$ cat src/rtl/freq_pkg.sv
// Shared definitions for the frequency measurement controller: FSM states and
// default limits used as parameter defaults by freq_measure_ctrl.
package freq_pkg;

    typedef enum logic [1:0] {
        IDLE    = 2'd0,
        GATE    = 2'd1,
        CONVERT = 2'd2,
        PUBLISH = 2'd3
    } state_t;

    // Largest edge count shown as two digits; anything above reads as overflow.
    localparam int unsigned MAX_COUNT      = 99;
    // Gate length minus one after reset: 1 ms at 12 MHz.
    localparam int unsigned DEFAULT_PERIOD = 11999;

endpackage

$ cat src/rtl/freq_bcd_split.sv
// Splits a binary edge count into tens/units digits by repeated subtraction,
// one subtraction per cycle; done is high in the cycle the remainder drops below ten.
module freq_bcd_split #(
    parameter int unsigned COUNT_W = 7
) (
    input  logic               clk,
    input  logic               reset,
    input  logic               start,
    input  logic [COUNT_W-1:0] count,
    output logic               done,
    output logic [3:0]         tens,
    output logic [3:0]         units
);

    localparam logic [COUNT_W-1:0] TEN = COUNT_W'(10);

    logic               busy_q;
    logic [COUNT_W-1:0] rem_q;
    logic [3:0]         tens_q;

    assign done  = busy_q && (rem_q < TEN);
    assign tens  = tens_q;
    assign units = 4'(rem_q);

    always_ff @(posedge clk or posedge reset) begin
        if (reset) begin
            busy_q <= 1'b0;
            rem_q  <= '0;
            tens_q <= '0;
        end else if (start) begin
            busy_q <= 1'b1;
            rem_q  <= count;
            tens_q <= '0;
        end else if (busy_q) begin
            if (rem_q >= TEN) begin
                rem_q  <= rem_q - TEN;
                tens_q <= tens_q + 4'd1;
            end else begin
                busy_q <= 1'b0;
            end
        end
    end

endmodule

$ cat src/rtl/freq_measure_ctrl.sv
// Gated edge counter: counts edge_pulse strobes over a programmable gate,
// converts the count to two decimal digits and publishes them with a load strobe.
module freq_measure_ctrl #(
    parameter int unsigned BITS           = 12,
    parameter int unsigned DEFAULT_PERIOD = freq_pkg::DEFAULT_PERIOD,
    parameter int unsigned MAX_COUNT      = freq_pkg::MAX_COUNT
) (
    input  logic            clk,
    input  logic            reset,
    input  logic            edge_pulse,
    input  logic            hold,
    input  logic            cfg_valid,
    input  logic [BITS-1:0] cfg_period,
    output logic            cfg_ready,
    output logic [3:0]      tens,
    output logic [3:0]      units,
    output logic            overflow,
    output logic            load,
    output logic            busy
);

    import freq_pkg::state_t;
    import freq_pkg::IDLE;
    import freq_pkg::GATE;
    import freq_pkg::CONVERT;
    import freq_pkg::PUBLISH;

    // Period registers are widened when needed so DEFAULT_PERIOD is never truncated.
    localparam int unsigned DEF_W = $clog2(DEFAULT_PERIOD + 1);
    localparam int unsigned PW    = (BITS > DEF_W) ? BITS : DEF_W;
    localparam int unsigned CW    = $clog2(MAX_COUNT + 2);

    localparam logic [PW-1:0] DEF_P = PW'(DEFAULT_PERIOD);
    localparam logic [CW-1:0] SAT   = CW'(MAX_COUNT + 1);

    state_t        state, state_nx;
    logic [PW-1:0] shadow_q;
    logic [PW-1:0] active_q;
    logic [PW-1:0] gate_cnt;
    logic [CW-1:0] edge_cnt;
    logic [CW-1:0] edge_nx;
    logic          ovf_q;
    logic [3:0]    tens_q;
    logic [3:0]    units_q;
    logic          ovf_out_q;

    logic          cfg_accept;
    logic [PW-1:0] cfg_clamped;
    logic [PW-1:0] shadow_eff;
    logic          gate_done;
    logic          enter_gate;
    logic          conv_done;
    logic          bcd_start;
    logic          bcd_done;
    logic [3:0]    bcd_tens;
    logic [3:0]    bcd_units;

    assign cfg_ready   = (state != GATE);
    assign cfg_accept  = cfg_valid && cfg_ready;
    assign cfg_clamped = (cfg_period == '0) ? PW'(1) : PW'(cfg_period);
    // A write accepted on the same edge a gate starts already applies to that gate.
    assign shadow_eff  = cfg_accept ? cfg_clamped : shadow_q;

    assign gate_done = (state == GATE) && (gate_cnt == active_q);
    assign edge_nx   = (edge_pulse && (edge_cnt != SAT)) ? edge_cnt + CW'(1) : edge_cnt;
    assign bcd_start = gate_done && (edge_nx != SAT);
    assign conv_done = (state == CONVERT) && (ovf_q || bcd_done);

    always_comb begin
        state_nx = state;
        case (state)
            IDLE:    if (!hold) state_nx = GATE;
            GATE:    if (gate_done) state_nx = CONVERT;
            CONVERT: if (ovf_q || bcd_done) state_nx = PUBLISH;
            PUBLISH: state_nx = hold ? IDLE : GATE;
            default: state_nx = IDLE;
        endcase
    end

    assign enter_gate = (state != GATE) && (state_nx == GATE);

    always_ff @(posedge clk or posedge reset) begin
        if (reset) state <= IDLE;
        else       state <= state_nx;
    end

    always_ff @(posedge clk or posedge reset) begin
        if (reset)           shadow_q <= DEF_P;
        else if (cfg_accept) shadow_q <= cfg_clamped;
    end

    always_ff @(posedge clk or posedge reset) begin
        if (reset) begin
            active_q <= '0;
            gate_cnt <= '0;
            edge_cnt <= '0;
            ovf_q    <= 1'b0;
        end else if (enter_gate) begin
            active_q <= shadow_eff;
            gate_cnt <= '0;
            edge_cnt <= '0;
            ovf_q    <= 1'b0;
        end else if (state == GATE) begin
            gate_cnt <= gate_cnt + PW'(1);
            edge_cnt <= edge_nx;
            if (edge_nx == SAT) ovf_q <= 1'b1;
        end
    end

    freq_bcd_split #(
        .COUNT_W(CW)
    ) u_bcd (
        .clk   (clk),
        .reset (reset),
        .start (bcd_start),
        .count (edge_nx),
        .done  (bcd_done),
        .tens  (bcd_tens),
        .units (bcd_units)
    );

    always_ff @(posedge clk or posedge reset) begin
        if (reset) begin
            tens_q    <= '0;
            units_q   <= '0;
            ovf_out_q <= 1'b0;
        end else if (conv_done) begin
            tens_q    <= ovf_q ? 4'd9 : bcd_tens;
            units_q   <= ovf_q ? 4'd9 : bcd_units;
            ovf_out_q <= ovf_q;
        end
    end

    assign tens     = tens_q;
    assign units    = units_q;
    assign overflow = ovf_out_q;
    assign load     = (state == PUBLISH);
    assign busy     = (state != IDLE);

endmodule

$ cat config.mk
export PLATFORM = sky130hd
export DESIGN_NAME = freq_measure_ctrl
export DESIGN_NICKNAME = d
export VERILOG_FILES = /design/src/rtl/freq_pkg.sv /design/src/rtl/freq_bcd_split.sv /design/src/rtl/freq_measure_ctrl.sv
export SDC_FILE = /design/constraint.sdc
export NUM_CORES = 1
export LEC_CHECK = 0
export BUFFER_PORTS_ARGS = -buffer_cell sky130_fd_sc_hd__buf_2
export CORE_UTILIZATION = 54
export CTS_CLUSTER_SIZE = 12
export DETAILED_ROUTE_END_ITERATION = 8
export PLACE_DENSITY = 0.73
export SLEW_MARGIN = 5
export SYNTH_ARGS = -nofsm -noshare
export SYNTH_HDL_FRONTEND = slang
export SYNTH_SLANG_ARGS = --single-unit
$ cat constraint.sdc
create_clock -name clk -period 2.14 [get_ports clk]
set_input_delay 0 -clock clk [delete_from_list [all_inputs] [get_ports clk]]
set_output_delay 0 -clock clk [all_outputs]
set_load 0.02 [all_outputs]
==> metrics.txt, run 1 <==
# TYPE chip_impl_metric gauge
chip_impl_metric{name="place.gp.congestion",unit=""} 0.8726
chip_impl_metric{name="remaining_drc_errors",unit=""} 2
chip_impl_metric{name="totalPowerFinal",unit="mW"} 3.376
chip_impl_info{name="cell_with_the_most_instances_after_synthesis",value="sky130_fd_sc_hd__dfrtp_1"} 1
chip_impl_metric{name="tritoncts.num_buffers",unit=""} 9
chip_impl_info{name="cts_tree",value="yes"} 1
chip_impl_metric{name="clkSinkCount",unit=""} 73
chip_impl_metric{name="post_synth_and_or_nand_nor_area_fraction",unit=""} 0.1864
chip_impl_info{name="min_from",value="cfg_period[0]"} 1
chip_impl_metric{name="synth_sequential_area_ratio",unit=""} 0.5060
chip_impl_metric{name="yosys.area.top_type_share",unit=""} 0.4266
chip_impl_info{name="main_combinational_cell_family_by_area_after_synthesis",value="simple AND/OR/NAND/NOR gates"} 1
chip_impl_metric{name="route.final.wire_length",unit="mm"} 7.409
chip_impl_info{name="synth_ff_type",value="sky130_fd_sc_hd__dfrtp_1"} 1
chip_impl_metric{name="port_buffers",unit=""} 28
chip_impl_metric{name="post-route-util",unit=""} 0.6618
chip_impl_metric{name="setup.reg_to_reg.worst_slack",unit="ps"} 200
chip_impl_metric{name="vias",unit=""} 2729
chip_impl_info{name="crit-reg2reg-launch",value="edge_cnt[1]"} 1
chip_impl_info{name="ys_top_cells_by_area",value="sky130_fd_sc_hd__dfrtp_1 43%, sky130_fd_sc_hd__dfstp_2 7.9%, sky130_fd_sc_hd__nand2_1 6.3%, sky130_fd_sc_hd__xnor2_1 5.1%, sky130_fd_sc_hd__mux2_2 5.0%"} 1
chip_impl_metric{name="finalMaxSlewViolations",unit=""} 0
chip_impl_metric{name="cp.arrival",unit="ps"} 2220
chip_impl_metric{name="n_antenna_cell",unit=""} 0
chip_impl_info{name="critical_path_class",value="flip-flop to flip-flop"} 1
chip_impl_metric{name="yosys.area_share.adder",unit=""} 0.01720
chip_impl_metric{name="placed_cell_area",unit="um2"} 3946
chip_impl_metric{name="timing_worst_slew_pin_value",unit="ps"} 640.5
chip_impl_metric{name="timing.slew.headroom",unit=""} 0.5707
chip_impl_info{name="worstPathCellList",value="inv_1, ha_1, and4b_1, a211oi_2, o22ai_2, o211ai_4, buf_4, mux2i_1"} 1
chip_impl_info{name="critPathCaptureType",value="flip-flop"} 1
chip_impl_metric{name="total_leakage_power",unit="nW"} 1.992
chip_impl_metric{name="final_hold_viol_count",unit=""} 0
chip_impl_metric{name="synth_area_in_compound_gates",unit=""} 0.1121
chip_impl_metric{name="synthesis.area_per_instance",unit="um2"} 10.30
chip_impl_info{name="crit_path_top_delay_cell",value="sky130_fd_sc_hd__dfrtp_1"} 1
chip_impl_info{name="run_status",value="finished, violations left"} 1
chip_impl_metric{name="final_min_period_over_clock_period",unit=""} 0.9086
chip_impl_info{name="setup_repair_after_global_routing_missed_its_margin",value="no"} 1
chip_impl_metric{name="syn-cell-area",unit="um2"} 3637
chip_impl_metric{name="timing.hold.worst_path_depth",unit=""} 3
chip_impl_metric{name="overall_die_area",unit="um2"} 7068
chip_impl_metric{name="timing.setup.tns",unit="ps"} 0
chip_impl_metric{name="globalRouteMet2Util",unit=""} 0.4083
chip_impl_metric{name="maxClockFrequency",unit="MHz"} 514.3
chip_impl_metric{name="first_iter_violations",unit=""} 120
chip_impl_metric{name="route.detailed.wl_per_inst",unit="um"} 15.12
chip_impl_metric{name="post_synth_edffs",unit=""} 0
chip_impl_metric{name="rows",unit=""} 29
chip_impl_metric{name="grt_pass1_wl",unit="mm"} 12.76
chip_impl_metric{name="synthMuxAreaShare",unit=""} 0.08394
chip_impl_metric{name="grt_use_total",unit=""} 0.2342
chip_impl_metric{name="synth.ff_latch_count",unit=""} 73
chip_impl_metric{name="grt_pass1_vias",unit=""} 2791
chip_impl_metric{name="avgViaCountPerCell",unit=""} 5.569
chip_impl_metric{name="number_of_buffers_on_the_longest_clock_path",unit=""} 2
chip_impl_metric{name="nNetsFinal",unit=""} 430
chip_impl_metric{name="initial_antenna_violation_count",unit=""} 0
chip_impl_info{name="grt_busiest_layer",value="met2"} 1
chip_impl_metric{name="core_area",unit="um2"} 6422
chip_impl_metric{name="die_height",unit="um"} 84.07
chip_impl_metric{name="final_layout_size_suffix_gt1_frac",unit=""} 0.2397
chip_impl_metric{name="start_util",unit=""} 0.5663
chip_impl_metric{name="async_flop_share",unit=""} 1.000
chip_impl_info{name="failed_checks",value="DRC"} 1
chip_impl_metric{name="htreeDepth",unit=""} 3
chip_impl_info{name="cts_root_buf",value="sky130_fd_sc_hd__clkbuf_8"} 1
chip_impl_metric{name="maxCapViolations",unit=""} 0
chip_impl_metric{name="crit_fanout",unit=""} 8
chip_impl_metric{name="hpwl",unit="mm"} 5.281
chip_impl_metric{name="power_density",unit="nW/um2"} 794.3
chip_impl_info{name="setup.worst_path.start_class",value="flip-flop"} 1
chip_impl_metric{name="reg2reg_depth",unit=""} 8
chip_impl_metric{name="die_width",unit="um"} 84.07
chip_impl_info{name="netlist_top_cells_count",value="62 x sky130_fd_sc_hd__dfrtp_1, 61 x sky130_fd_sc_hd__nand2_1, 21 x sky130_fd_sc_hd__xnor2_1"} 1
chip_impl_metric{name="top_ports",unit=""} 29
chip_impl_metric{name="grt_remaining_overflow",unit=""} 0
chip_impl_metric{name="synth.yosys.warnings",unit=""} 0
chip_impl_metric{name="clk_pin_slew",unit="ps"} 80
chip_impl_metric{name="cp_slowest_stage_delay",unit="ps"} 470
chip_impl_metric{name="grtUsageMet1",unit=""} 0.2805
chip_impl_metric{name="postLayoutSetupSlackWorst",unit="ps"} 195.5
chip_impl_metric{name="dp_slack",unit="ps"} 211.9
chip_impl_metric{name="post_synth_num_cell_types",unit=""} 53
chip_impl_metric{name="ir_worst_vdd",unit="V"} 0.0004852
chip_impl_metric{name="grt_util_met3",unit=""} 0.05836
chip_impl_metric{name="synthXorXnorAreaFrac",unit=""} 0.06020
chip_impl_metric{name="syn-num-nets",unit=""} 375
chip_impl_metric{name="pre_repair_dr_iteration_count",unit=""} 6
chip_impl_info{name="hold-path-endpoint",value="shadow_q[0]"} 1
chip_impl_metric{name="final_count_of_negative_setup_slack_endpoints",unit=""} 0
chip_impl_metric{name="synthCells",unit=""} 353
chip_impl_metric{name="grt_start_max_net_pins",unit=""} 74
chip_impl_metric{name="area_growth",unit="%"} 16.86
chip_impl_metric{name="skew",unit="ps"} 9.544
chip_impl_metric{name="worst-endpoint-required",unit="ps"} 2410
chip_impl_info{name="rr_endpoint",value="u_bcd.rem_q[3]"} 1
chip_impl_info{name="min-delay-path-class",value="input port to flip-flop"} 1
chip_impl_metric{name="stdcell_area",unit="um2"} 4250
chip_impl_metric{name="ant_nets",unit=""} 0
chip_impl_metric{name="period_needed",unit="ps"} 1945
chip_impl_metric{name="clock_insertion_delay_worst_skew",unit="ps"} 350
chip_impl_info{name="synth_top_cell_by_area",value="sky130_fd_sc_hd__dfrtp_1"} 1
[where the power goes]
group | total (mW) | leakage (nW) | switching [mW] | internal [mW]
clock network | 0.947 | 0.0749 | 0.525 | 0.422
logic | 0.696 | 1.00 | 0.359 | 0.337
registers | 1.73 | 0.915 | 0.219 | 1.51
[sequential cells by signal (all words and copies together) (netlist names)]
name and flops:
units 4, tens 4, u_bcd.rem_q 7, active_q 14, ovf_q 1, edge_cnt 7, state 2, gate_cnt 14
u_bcd.busy_q 1, u_bcd.tens 4, shadow_q 14, overflow 1
[layout make-up]
class / count / area (um2)
tap: 77 / 96.34
multi-input combinational: 252 / 1675
inverter: 13 / 48.80
clock inverter: 6 / 43.79
sequential: 73 / 1841
timing repair buffer: 59 / 417.9
clock buffer: 10 / 127.6
fill: 499 / 2172
[cells by family (layout without fill, tap and decap cells)]
family,Yosys count,in the layout
AND/OR/NAND/NOR,139,139
flip-flops,73,73
AO/OA/AOI/OAI,55,55
multiplexers,28,28
buffers and inverters,28,88
XOR/XNOR,25,25
adder cells (fa/ha/maj),5,5
[worst max-delay path by stage]
stage          cells after the start        start              to  slack, ps
2_1_floorplan                      9  edge_cnt[0]  u_bcd.rem_q[0]         40
3_3_place_gp                       8  edge_cnt[1]  u_bcd.rem_q[4]        270
3_5_place_dp                       8  edge_cnt[1]  u_bcd.rem_q[3]        210
4_1_cts                            8  edge_cnt[1]  u_bcd.rem_q[4]        190
5_1_grt                            8  edge_cnt[1]  u_bcd.rem_q[4]         30
6_report                           8  edge_cnt[1]  u_bcd.rem_q[3]        200
[stage by stage]
stage                     instances  hold WS (ps)
final                           490         38.08
after global placement          461         110.0
after global routing            490         39.04
after floorplan                 353         166.7
after detailed placement        461         113.7
after CTS                       490         18.69
[repair_timing]
action                                  4_1_cts  5_1_grt
endpoints found under the setup margin        0        1
hold endpoints to repair                     74        0
resized for setup                             0        1
hold buffers                                 13        0
buffers inserted                              0        0
[worst max-delay path, delay by kind of cell (launching register included)]
family / cells / cell delay [ps]
compound gates: 3 / 560
buf+inv: 2 / 280
mux: 1 / 180
flops: 1 / 470
simple gates: 1 / 190
fa+ha+maj: 1 / 180
[routing by layer]
layer	wire, um	up-vias	share of wire
li1	-	1354	-
met1	3303	1327	0.45
met2	3830	42	0.52
met3	208	6	0.028
met4	67	0	0.0090
met5	0	-	0
[placed cells by master (no fill, tap or decap), types with 3 or more instances in the layout]
cell / instances
sky130_fd_sc_hd__dfrtp_1: 62
sky130_fd_sc_hd__nand2_1: 61
sky130_fd_sc_hd__buf_2: 28
sky130_fd_sc_hd__xnor2_1: 21
sky130_fd_sc_hd__nor2_1: 19
sky130_fd_sc_hd__buf_4: 17
sky130_fd_sc_hd__mux2_2: 16
sky130_fd_sc_hd__nand4_1: 14
sky130_fd_sc_hd__dlygate4sd3_1: 13
sky130_fd_sc_hd__inv_1: 11
sky130_fd_sc_hd__mux2i_1: 11
sky130_fd_sc_hd__o21ai_0: 11
sky130_fd_sc_hd__dfstp_2: 11
sky130_fd_sc_hd__nand3_1: 9
sky130_fd_sc_hd__nor3_1: 9
sky130_fd_sc_hd__clkbuf_8: 9
sky130_fd_sc_hd__a22o_1: 8
sky130_fd_sc_hd__a21oi_1: 8
sky130_fd_sc_hd__o31ai_1: 7
sky130_fd_sc_hd__o211ai_1: 5
sky130_fd_sc_hd__ha_1: 5
sky130_fd_sc_hd__xor2_1: 4
sky130_fd_sc_hd__and2_1: 4
sky130_fd_sc_hd__clkinvlp_4: 4
sky130_fd_sc_hd__nand2b_1: 3
sky130_fd_sc_hd__nor4_1: 3
No activity file was read; power rests on OpenSTA's default activity.
==> run 2: changes to the inputs <==
--- a/config.mk
+++ b/config.mk
@@ -7,6 +7,7 @@
 export LEC_CHECK = 0
 export BUFFER_PORTS_ARGS = -buffer_cell sky130_fd_sc_hd__buf_2
 export CORE_UTILIZATION = 54
+export CTS_BUF_LIST = sky130_fd_sc_hd__clkbuf_16
 export CTS_CLUSTER_SIZE = 12
 export DETAILED_ROUTE_END_ITERATION = 8
 export PLACE_DENSITY = 0.73
==> metrics.txt, run 2 (same netlist as run 1, synthesis figures left out) <==
# TYPE chip_impl_metric gauge
chip_impl_metric{name="hpwl",unit="mm"} 5.281
chip_impl_metric{name="final_hold_viol_count",unit=""} 0
chip_impl_metric{name="clk_pin_slew",unit="ps"} 60
chip_impl_metric{name="final_count_of_negative_setup_slack_endpoints",unit=""} 0
chip_impl_metric{name="top_ports",unit=""} 29
chip_impl_metric{name="avgViaCountPerCell",unit=""} 5.645
chip_impl_metric{name="remaining_drc_errors",unit=""} 2
chip_impl_metric{name="area_growth",unit="%"} 19.64
chip_impl_metric{name="num-fill-cells",unit=""} 483
chip_impl_metric{name="crit_fanout",unit=""} 8
chip_impl_metric{name="maxCapViolations",unit=""} 0
chip_impl_metric{name="rows",unit=""} 29
chip_impl_info{name="failed_checks",value="DRC"} 1
chip_impl_info{name="final_common_cell",value="sky130_fd_sc_hd__dfrtp_1"} 1
chip_impl_metric{name="area.sequential",unit="um2"} 1841
chip_impl_metric{name="cts.repair_timing.setup_buffer_count",unit=""} 0
chip_impl_info{name="hold-path-endpoint",value="shadow_q[0]"} 1
chip_impl_info{name="crit_path_top_delay_cell",value="sky130_fd_sc_hd__dfrtp_1"} 1
chip_impl_metric{name="final_layout_size_suffix_gt1_frac",unit=""} 0.2397
chip_impl_metric{name="worst-endpoint-required",unit="ps"} 2390
chip_impl_metric{name="start_util",unit=""} 0.5663
chip_impl_metric{name="cp.arrival",unit="ps"} 2190
chip_impl_metric{name="skew",unit="ps"} 10.39
chip_impl_info{name="crit-reg2reg-launch",value="edge_cnt[1]"} 1
chip_impl_metric{name="cp_slowest_stage_delay",unit="ps"} 460
chip_impl_metric{name="route.final.wire_length",unit="mm"} 7.537
chip_impl_metric{name="grt_pass1_vias",unit=""} 2818
chip_impl_metric{name="timing.setup.tns",unit="ps"} 0
chip_impl_metric{name="hold_ws",unit="ps"} 59.97
chip_impl_metric{name="power_density",unit="nW/um2"} 870.9
chip_impl_metric{name="postLayoutSetupSlackWorst",unit="ps"} 200.0
chip_impl_info{name="setup.worst_path.start_class",value="flip-flop"} 1
chip_impl_metric{name="pre_repair_dr_iteration_count",unit=""} 6
chip_impl_metric{name="grt_use_total",unit=""} 0.2392
chip_impl_metric{name="stdcell_area",unit="um2"} 4352
chip_impl_info{name="largestRegisters",value="active_q: 14 flops, gate_cnt: 14 flops, shadow_q: 14 flops"} 1
chip_impl_metric{name="multi_input_comb_area",unit="um2"} 1675
chip_impl_metric{name="first_iter_violations",unit=""} 173
chip_impl_metric{name="n_antenna_cell",unit=""} 0
chip_impl_metric{name="vias",unit=""} 2766
chip_impl_metric{name="total_leakage_power",unit="nW"} 2.043
chip_impl_metric{name="grt_remaining_overflow",unit=""} 0
chip_impl_metric{name="nNetsFinal",unit=""} 430
chip_impl_info{name="min-delay-path-class",value="input port to flip-flop"} 1
chip_impl_metric{name="initial_antenna_violation_count",unit=""} 0
chip_impl_metric{name="htreeDepth",unit=""} 3
chip_impl_metric{name="period_needed",unit="ps"} 1940
chip_impl_metric{name="timing_worst_slew_pin_value",unit="ps"} 644.9
chip_impl_metric{name="place.gp.congestion",unit=""} 0.8726
chip_impl_metric{name="ant_nets",unit=""} 0
chip_impl_metric{name="tritoncts.num_buffers",unit=""} 9
chip_impl_metric{name="setup.reg_to_reg.worst_slack",unit="ps"} 200
chip_impl_metric{name="overall_die_area",unit="um2"} 7068
chip_impl_info{name="worstPathCellList",value="inv_1, ha_1, and4b_1, a211oi_2, o22ai_2, o211ai_4, buf_4, mux2i_1"} 1
chip_impl_metric{name="die_height",unit="um"} 84.07
chip_impl_info{name="cts_tree",value="yes"} 1
chip_impl_metric{name="post-route-util",unit=""} 0.6776
chip_impl_metric{name="timing.hold.worst_path_depth",unit=""} 3
chip_impl_info{name="critPathCaptureType",value="flip-flop"} 1
chip_impl_metric{name="final_min_period_over_clock_period",unit=""} 0.9065
chip_impl_info{name="cts_root_buf",value="sky130_fd_sc_hd__clkbuf_16"} 1
chip_impl_metric{name="clock_insertion_delay_worst_skew",unit="ps"} 330
chip_impl_info{name="setup_repair_after_global_routing_missed_its_margin",value="no"} 1
chip_impl_metric{name="maxClockFrequency",unit="MHz"} 515.5
chip_impl_info{name="commonest_cells_after_routing_fill_and_taps_aside",value="62 x sky130_fd_sc_hd__dfrtp_1, 61 x sky130_fd_sc_hd__nand2_1, 28 x sky130_fd_sc_hd__buf_2"} 1
chip_impl_info{name="min_from",value="cfg_period[0]"} 1
chip_impl_metric{name="core_area",unit="um2"} 6422
chip_impl_metric{name="die_width",unit="um"} 84.07
chip_impl_metric{name="route.detailed.wl_per_inst",unit="um"} 15.38
chip_impl_metric{name="reg2reg_depth",unit=""} 8
chip_impl_metric{name="grt_start_max_net_pins",unit=""} 74
chip_impl_metric{name="port_buffers",unit=""} 28
chip_impl_metric{name="grt_pass1_wl",unit="mm"} 13.03
chip_impl_info{name="cpLargestDelayFamily",value="compound AO/OA/AOI/OAI gates"} 1
chip_impl_metric{name="finalMaxSlewViolations",unit=""} 0
chip_impl_metric{name="dp_slack",unit="ps"} 211.9
chip_impl_metric{name="timing.slew.headroom",unit=""} 0.5677
chip_impl_info{name="critical_path_class",value="flip-flop to flip-flop"} 1
chip_impl_metric{name="placed_cell_area",unit="um2"} 3946
chip_impl_metric{name="number_of_buffers_on_the_longest_clock_path",unit=""} 2
chip_impl_info{name="run_status",value="finished, violations left"} 1
chip_impl_info{name="rr_endpoint",value="u_bcd.rem_q[3]"} 1
chip_impl_metric{name="ir_worst_vdd",unit="V"} 0.0005432
chip_impl_metric{name="worst-path-buf-inv",unit=""} 2
chip_impl_metric{name="clkSinkCount",unit=""} 73
[run 2: changes by cell type in the layout (fill, tap and decap cells not counted), sizes merged]
cell and delta:
clkbuf -1, inv +1
[run 2: how the worst max path moves through the flow]
stage | startpoint | to | slack, ps | depth (start not counted)
after floorplan | edge_cnt[0] | u_bcd.rem_q[0] | 40 | 9
after global placement | edge_cnt[1] | u_bcd.rem_q[4] | 270 | 8
after detailed placement | edge_cnt[1] | u_bcd.rem_q[3] | 210 | 8
after CTS | edge_cnt[1] | u_bcd.rem_q[3] | 200 | 8
after global routing | edge_cnt[1] | u_bcd.rem_q[2] | 30 | 8
final | edge_cnt[1] | u_bcd.rem_q[3] | 200 | 8
[run 2: area by class of cell]
cell class,instances,area share
inverter,13,0.01121
clock buffer,9,0.05175
timing repair buffer,59,0.09603
multi-input combinational,252,0.3850
clock inverter,7,0.01093
tap,77,0.02214
sequential,73,0.4229
[run 2: metal layers]
metal | track usage | up-vias | routed length (um)
met1 | 0.2846 | 1353 | 3243
met2 | 0.4218 | 43 | 3902
met3 | 0.05836 | 16 | 255
li1 | - | 1354 | -
met5 | 0 | - | 0
met4 | 0.08307 | 0 | 135
[run 2: stage by stage]
stage,instances,total power [mW]
2_1_floorplan,353,2.254
3_3_place_gp,461,2.409
3_5_place_dp,461,2.435
4_1_cts,490,3.804
5_1_grt,490,3.980
6_report,490,3.790
[run 2: tightest hold or removal path: cells and delay by family]
kind / cells / cell delay (ps)
buffers and inverters: 1 / 80
AOI/OAI and AO/OA: 2 / 260
[run 2: timing repair]
item                       4_1_cts  5_1_grt
hold buffers                    13        0
resized for setup                0        1
hold endpoints to repair        74        0
setup endpoints to repair        0        1
[run 2: power breakdown]
group          total, mW  internal (mW)  switching, mW  leakage [nW]
sequential          1.74           1.52          0.220         0.915
combinational      0.697          0.337          0.360          1.00
clock               1.36          0.780          0.576         0.125
total               3.79           2.63           1.16          2.04
